--- src/rtl/cacheline_adaptor_pkg.sv ---
// Shared types and address-offset helpers for the cache-line / burst adaptor.
package cacheline_adaptor_pkg;

  typedef enum logic [1:0] {
    IDLE,
    READ,
    WRITE,
    DONE
  } adaptor_state_t;

  // Number of byte-offset address bits covered by an item of width_bits.
  function automatic int byte_off(input int width_bits);
    return $clog2(width_bits / 8);
  endfunction

  localparam int DEF_OFF  = byte_off(256);
  localparam int DEF_BOFF = byte_off(64);

endpackage

--- src/rtl/beat_counter.sv ---
// Beat index (wraps modulo 2**W) plus a count of accepted beats.
module beat_counter #(
  parameter int W = 2
) (
  input  logic         clk,
  input  logic         reset,
  input  logic         i_load,
  input  logic [W-1:0] i_start,
  input  logic         i_inc,
  output logic [W-1:0] o_idx,
  output logic [W-1:0] o_idx_next,
  output logic [W:0]   o_count
);

  logic [W-1:0] r_idx;
  logic [W:0]   r_count;

  assign o_idx      = r_idx;
  assign o_idx_next = r_idx + W'(1);
  assign o_count    = r_count;

  always_ff @(posedge clk or posedge reset) begin
    if (reset) begin
      r_idx   <= '0;
      r_count <= '0;
    end else if (i_load) begin
      r_idx   <= i_start;
      r_count <= '0;
    end else if (i_inc) begin
      r_idx   <= o_idx_next;
      r_count <= r_count + (W+1)'(1);
    end
  end

endmodule

--- src/rtl/cacheline_burst_adaptor.sv ---
// Bridges one-line LLC transactions to BEATS-long bursts on the memory side,
// with write priority and optional critical-word-first read fills.
module cacheline_burst_adaptor
  import cacheline_adaptor_pkg::*;
#(
  parameter int LINE_W     = 256,
  parameter int BURST_W    = 64,
  parameter int ADDR_W     = 32,
  parameter int CRIT_FIRST = 0
) (
  input  logic               clk,
  input  logic               reset,
  input  logic [LINE_W-1:0]  line_i,
  output logic [LINE_W-1:0]  line_o,
  input  logic [ADDR_W-1:0]  address_i,
  input  logic               read_i,
  input  logic               write_i,
  output logic               resp_o,
  input  logic [BURST_W-1:0] burst_i,
  output logic [BURST_W-1:0] burst_o,
  output logic [ADDR_W-1:0]  address_o,
  output logic               read_o,
  output logic               write_o,
  input  logic               resp_i
);

  localparam int BEATS = LINE_W / BURST_W;
  localparam int CW    = $clog2(BEATS);
  localparam int OFF   = byte_off(LINE_W);
  localparam int BOFF  = byte_off(BURST_W);

  localparam logic [ADDR_W-1:0] LINE_MASK = ~((ADDR_W'(1) << OFF) - ADDR_W'(1));
  localparam logic [ADDR_W-1:0] BEAT_MASK = ~((ADDR_W'(1) << BOFF) - ADDR_W'(1));
  localparam logic [ADDR_W-1:0] RD_MASK   = (CRIT_FIRST != 0) ? BEAT_MASK : LINE_MASK;
  localparam logic [CW:0]       CNT_LAST  = (CW+1)'(BEATS - 1);

  if (BEATS < 2 || (BEATS & (BEATS - 1)) != 0 || BEATS * BURST_W != LINE_W) begin : g_bad_cfg
    $error("cacheline_burst_adaptor: LINE_W/BURST_W must be a power of two >= 2");
  end

  adaptor_state_t r_state;
  logic [BEATS-1:0][BURST_W-1:0] r_wline;
  logic [BEATS-1:0][BURST_W-1:0] r_fill;

  logic [BEATS-1:0][BURST_W-1:0] w_line_in;
  logic          w_accept_wr;
  logic          w_accept_rd;
  logic          w_beat;
  logic          w_last;
  logic [CW-1:0] w_start;
  logic [CW-1:0] w_idx;
  logic [CW-1:0] w_idx_next;
  logic [CW:0]   w_count;

  assign w_line_in   = line_i;
  assign line_o      = r_fill;
  assign w_accept_wr = (r_state == IDLE) && write_i;
  assign w_accept_rd = (r_state == IDLE) && !write_i && read_i;
  assign w_beat      = resp_i && ((r_state == READ) || (r_state == WRITE));
  assign w_last      = (w_count == CNT_LAST);
  assign w_start     = ((CRIT_FIRST != 0) && w_accept_rd) ? address_i[OFF-1:BOFF] : '0;

  beat_counter #(.W(CW)) u_beat_counter (
    .clk        (clk),
    .reset      (reset),
    .i_load     (w_accept_wr || w_accept_rd),
    .i_start    (w_start),
    .i_inc      (w_beat),
    .o_idx      (w_idx),
    .o_idx_next (w_idx_next),
    .o_count    (w_count)
  );

  always_ff @(posedge clk or posedge reset) begin
    if (reset) begin
      r_state   <= IDLE;
      read_o    <= 1'b0;
      write_o   <= 1'b0;
      resp_o    <= 1'b0;
      burst_o   <= '0;
      address_o <= '0;
      r_fill    <= '0;
      r_wline   <= '0;
    end else begin
      resp_o <= 1'b0;
      case (r_state)
        IDLE: begin
          if (write_i) begin
            r_state   <= WRITE;
            write_o   <= 1'b1;
            address_o <= address_i & LINE_MASK;
            r_wline   <= w_line_in;
            burst_o   <= w_line_in[0];
          end else if (read_i) begin
            r_state   <= READ;
            read_o    <= 1'b1;
            address_o <= address_i & RD_MASK;
          end
        end
        READ: begin
          if (resp_i) begin
            r_fill[w_idx] <= burst_i;
            if (w_last) begin
              read_o  <= 1'b0;
              resp_o  <= 1'b1;
              r_state <= DONE;
            end
          end
        end
        WRITE: begin
          // Next beat is presented the cycle after the current one is accepted.
          if (resp_i) begin
            burst_o <= r_wline[w_idx_next];
            if (w_last) begin
              write_o <= 1'b0;
              resp_o  <= 1'b1;
              r_state <= DONE;
            end
          end
        end
        DONE:    r_state <= IDLE;
        default: r_state <= IDLE;
      endcase
    end
  end

endmodule

--- config.mk ---
export PLATFORM = sky130hd
export DESIGN_NAME = cacheline_burst_adaptor
export DESIGN_NICKNAME = d
export VERILOG_FILES = /design/src/rtl/cacheline_adaptor_pkg.sv /design/src/rtl/beat_counter.sv /design/src/rtl/cacheline_burst_adaptor.sv
export SDC_FILE = /design/constraint.sdc
export NUM_CORES = 1
export LEC_CHECK = 0
export ABC_AREA = 1
export BUFFER_PORTS_ARGS = -buffer_cell sky130_fd_sc_hd__buf_4
export CAP_MARGIN = 20
export CELL_PAD_IN_SITES_DETAIL_PLACEMENT = 1
export CELL_PAD_IN_SITES_GLOBAL_PLACEMENT = 1
export CORE_AREA = 3 3 274 276
export CTS_BUF_LIST = sky130_fd_sc_hd__clkbuf_2 sky130_fd_sc_hd__clkbuf_4 sky130_fd_sc_hd__clkbuf_8
export DETAILED_ROUTE_END_ITERATION = 10
export DIE_AREA = 0 0 277 279
export GPL_TIMING_DRIVEN = 1
export HOLD_SLACK_MARGIN = 0.03
export PLACE_DENSITY = 0.8
export RECOVER_POWER = 100
export SETUP_SLACK_MARGIN = 0.4
export SLEW_MARGIN = 20
export SYNTH_ARGS = -nofsm -noshare
export SYNTH_HDL_FRONTEND = slang
export SYNTH_SLANG_ARGS = --single-unit
--- constraint.sdc ---
create_clock -name clk -period 40.6 [get_ports clk]
set_input_delay 4.06 -clock clk [delete_from_list [all_inputs] [get_ports clk]]
set_output_delay 4.06 -clock clk [all_outputs]
set_load 0.005 [all_outputs]
==> flow_results.org <==
** Clocking
- Clock-pin slew was measured on the worst setup and hold paths at 0.06 ns.
- In this run the post-CTS setup repair buffer count came out at 0.
- The clock drives 613 sinks.
- TritonCTS clock tree :: built
- Counting along the longest clock path gives a buffer depth of 3.
- Cts bufs inserted :: 108
- The cell sitting at the root of the clock tree is a clkbuf_8.
- Hold Buf Count CTS :: 0
- After clock tree synthesis, the repair step resized 0 gates.
- The clock tree synthesis step divided the H-tree into 3 levels.
- Later-pin clock latency in the skew report :: 0.70 ns

** Worst setup path
- By instance count, the cell type seen most on the critical path is clkbuf_1.
- For the worst setup path, the data required time is 40.48 ns.
- Slowest cell on the critical path :: clkbuf_1
- The worst setup path is captured at an asynchronous set/reset pin.
- Endpoint arrival time on the critical path :: 17.70 ns
- STA classifies the critical path startpoint as a primary input.
- Traced cell by cell, the critical path runs through clkbuf_4, clkinvlp_2, clkbuf_1, clkbuf_1, clkbuf_1, clkbuf_1.
- In this run the worst path has a maximum fanout of 103.
- In this design, the stage delay of the slowest critical-path cell is 2.89 ns.
- Crit Path Category :: in -> async

** STA
- Number of failing hold endpoints at the final stage :: 0
- Between clock sinks in the finished design, the worst skew comes to 0.0474 ns.
- For the pin with the worst max-slew slack, the measured transition is 8.10 ns.
- Setup violations remaining at the end of the flow were counted as 0.
- The count of final max-slew check failures is 1768.
- Timing would allow up to 0.0561 GHz.
- After routing, the total negative slack on setup checks comes to 0 ns.
- Setup repair after global routing left no endpoint under its margin.
- Dividing the final minimum period by the clock period gives 43.9%.
- Hold is met by 0.474 ns.
- Measured against its own limit, the worst slew margin works out to -440%.
- Minimum clock period after layout :: 17.82 ns
- Setup slack closes at 22.78 ns.

** Synthesis
- In this run the cell area of the synthesized design comes to 25600 um2.
- After synthesis, the largest area contributor takes up 59.9% of total cell area.
- Synth warn :: 0
- A synthesized cell averages 8.16 um2.
- Counting every instance in the synthesized netlist gives 3139.
- Share of the yosys chip area belonging to registers :: 59.9%
- The most used flip-flop cell after synthesis is dfrtp_1.
- Flip-flop and latch count after synthesis :: 613
- Among all cell types in the netlist, the one instantiated most often is nand2_1.
- EDFF count, synth :: 0
- Cell taking the most area after synthesis :: dfrtp_1
- Leading post-synthesis cells by instance count :: nand2_1 (1696), dfrtp_1 (613), o21ai_0 (262)
- Post-synthesis cell type count :: 20
- After synthesis, the share of flip-flops with an asynchronous set or reset is 100%.
- After synthesis, the cell types taking the most area are dfrtp_1 (60%), nand2_1 (25%), o21ai_0 (5.1%), nand3_1 (2.7%), nor2_1 (2.0%).

** Detailed routing
- Dividing the detail-routed wire length by the instance count gives 19.6 um.
- Post-detailed-route via-to-cell ratio :: 4.87
- Residual antenna-violating net count after detailed routing :: 0
- The first TritonRoute pass finished after 5 iterations.
- The final layout contains routed wiring with a total length of 94800 um.
- In the routed design, unresolved DRC markers number 0.
- The detailed router finished its first iteration with 1326 violations.
- For this block, the via count after detailed routing is 23600.

** Finish
- Share of post-route cells with drive strength above 1 :: 18.4%
- Layout net count :: 4151
- The finished cells cover 33000 um2.
- Compared with the post-synthesis result, the final layout area differs by 28.6%.
- Cells fill 45.2% of the core in the end.

** GRT
- The first global-routing pass estimated 145000 um of wire.
- Via count of the first global-routing pass :: 24900
- Remaining global-route overflow :: 0
- Entering global routing, the biggest net connects 176 pins.
- Across every metal layer, demand over resource in global routing totals 23.8%.
- Antenna violations before repair :: 24

** Place
- Gp weighted congestion :: 0.838
- Port Buf Inserts :: 701
- In this run the cell area measured after placement is 31500 um2.
- Before CTS, the worst setup slack after placement is 32.21 ns.
- Detailed placer's ending HPWL :: 62500 um

** Power and ir drop
- Leak pwr :: 17.5 nW
- Power per Cell Area :: 85.0 nW/um2
- VDD sags by at most 0.0465 mV.

** Floorplanning
- Area enclosed by the die boundary :: 77300 um2
- Boundary pin count :: 712
- Total core area :: 72800 um2
- Row generation in the floorplan step produced 99 rows.
- Initial standard-cell utilization of the core :: 35.2%
- Floorplan die width :: 277 um
- Die Ht :: 279 um

** Status
- The checks that failed: capacitance limit, slew limit.
- Status :: complete, but fails checks

** Flow run
- Maximum Capacitance Violations :: 22

** Worst hold path
- In this run the worst hold path is classified as reg -> reg.
-- layout by cell type (no fill, tap or decap), drive strengths merged --
master    count
clkinvlp      4
dfrtp       613
buf         355
xor2          1
conb          5
clkbuf      546
a21oi         5
or2           1
clkinv        7
nand4         1
diode        19
o211ai        1
ha           10
nand2      1696
nand3       136
bufinv        1
o21ai       263
nor2        135
inv          85
-- cell type report --
cell class | count | area (um2)
repair buffers | 724 | 4650
clock inverters | 14 | 148
fillers | 9016 | 39900
diodes | 19 | 47.5
well taps | 959 | 1200
multi-input cells | 2254 | 9090
flip-flops and latches | 613 | 15300
clock buffers | 177 | 2160
inverters | 83 | 317
-- stage by stage --
stage	total power [mW]	cells
detailed placement	2.25	4633
floorplan	1.69	3143
global placement	2.20	4633
finish	2.80	4843
global route	3.04	4836
CTS	2.90	4824
-- sequential cells by signal (all words and copies together), names as in the netlist --
signal                  flops
read_o                      1
write_o                     1
u_beat_counter.o_idx        2
r_wline                   256
resp_o                      1
burst_o                    64
address_o                  27
line_o                    256
u_beat_counter.o_count      3
r_state                     2
-- critical path, delay by kind of cell --
| family | cells | cell delay, ns |
|---|---|---|
| buffers and inverters | 6 | 13.46 |
-- final timing paths --
check	slack, ns	end	startpoint	depth (start not counted)
setup / recovery	22.78	burst_o[41]$_DFFE_PP0P_	reset	6
hold / removal	0.47	burst_o[32]$_DFFE_PP0P_	burst_o[32]$_DFFE_PP0P_	2
setup reg to reg	28.74	r_wline[122]$_DFFE_PP0P_	r_state[0]$_DFFE_PP0P_	7
hold reg to reg	0.47	burst_o[32]$_DFFE_PP0P_	burst_o[32]$_DFFE_PP0P_	2
max in group clk	25.99	r_wline[122]$_DFFE_PP0P_	write_i	6
min in group asynchronous	4.78	line_o[246]$_DFFE_PP0P_	reset	2
-- power breakdown --
group | internal (mW) | total, mW | switching [mW]
Combinational | 0.429 | 1.13 | 0.696
Sequential | 0.902 | 1.07 | 0.164
Clock | 0.343 | 0.611 | 0.268
Total | 1.67 | 2.80 | 1.13
-- cell families (layout without fill, tap and decap cells) --
| kind of cell | after synthesis | after routing | synth area share [%] |
|---|---|---|---|
| adders and majority gates | 10 | 10 | 0.488 |
| other | 1 | 24 | 0.0146 |
| and+or+nand+nor | 1969 | 1969 | 29.5 |
| xor gates and xnor gates | 1 | 1 | 0.0342 |
| AOI/OAI and AO/OA | 269 | 269 | 5.26 |
| DFF | 613 | 613 | 59.9 |
| buffers and inverters | 276 | 998 | 4.80 |
-- routing by layer --
metal | global-route usage, % | part of all wire (%) | vias up
met2 | 39.3 | 48 | 740
li1 | - | - | 11000
met1 | 28.7 | 40 | 11600
met5 | 0 | 0.13 | -
met3 | 6.83 | 7.6 | 226
met4 | 11.7 | 4.3 | 16
(Power assumes the default switching activity.)
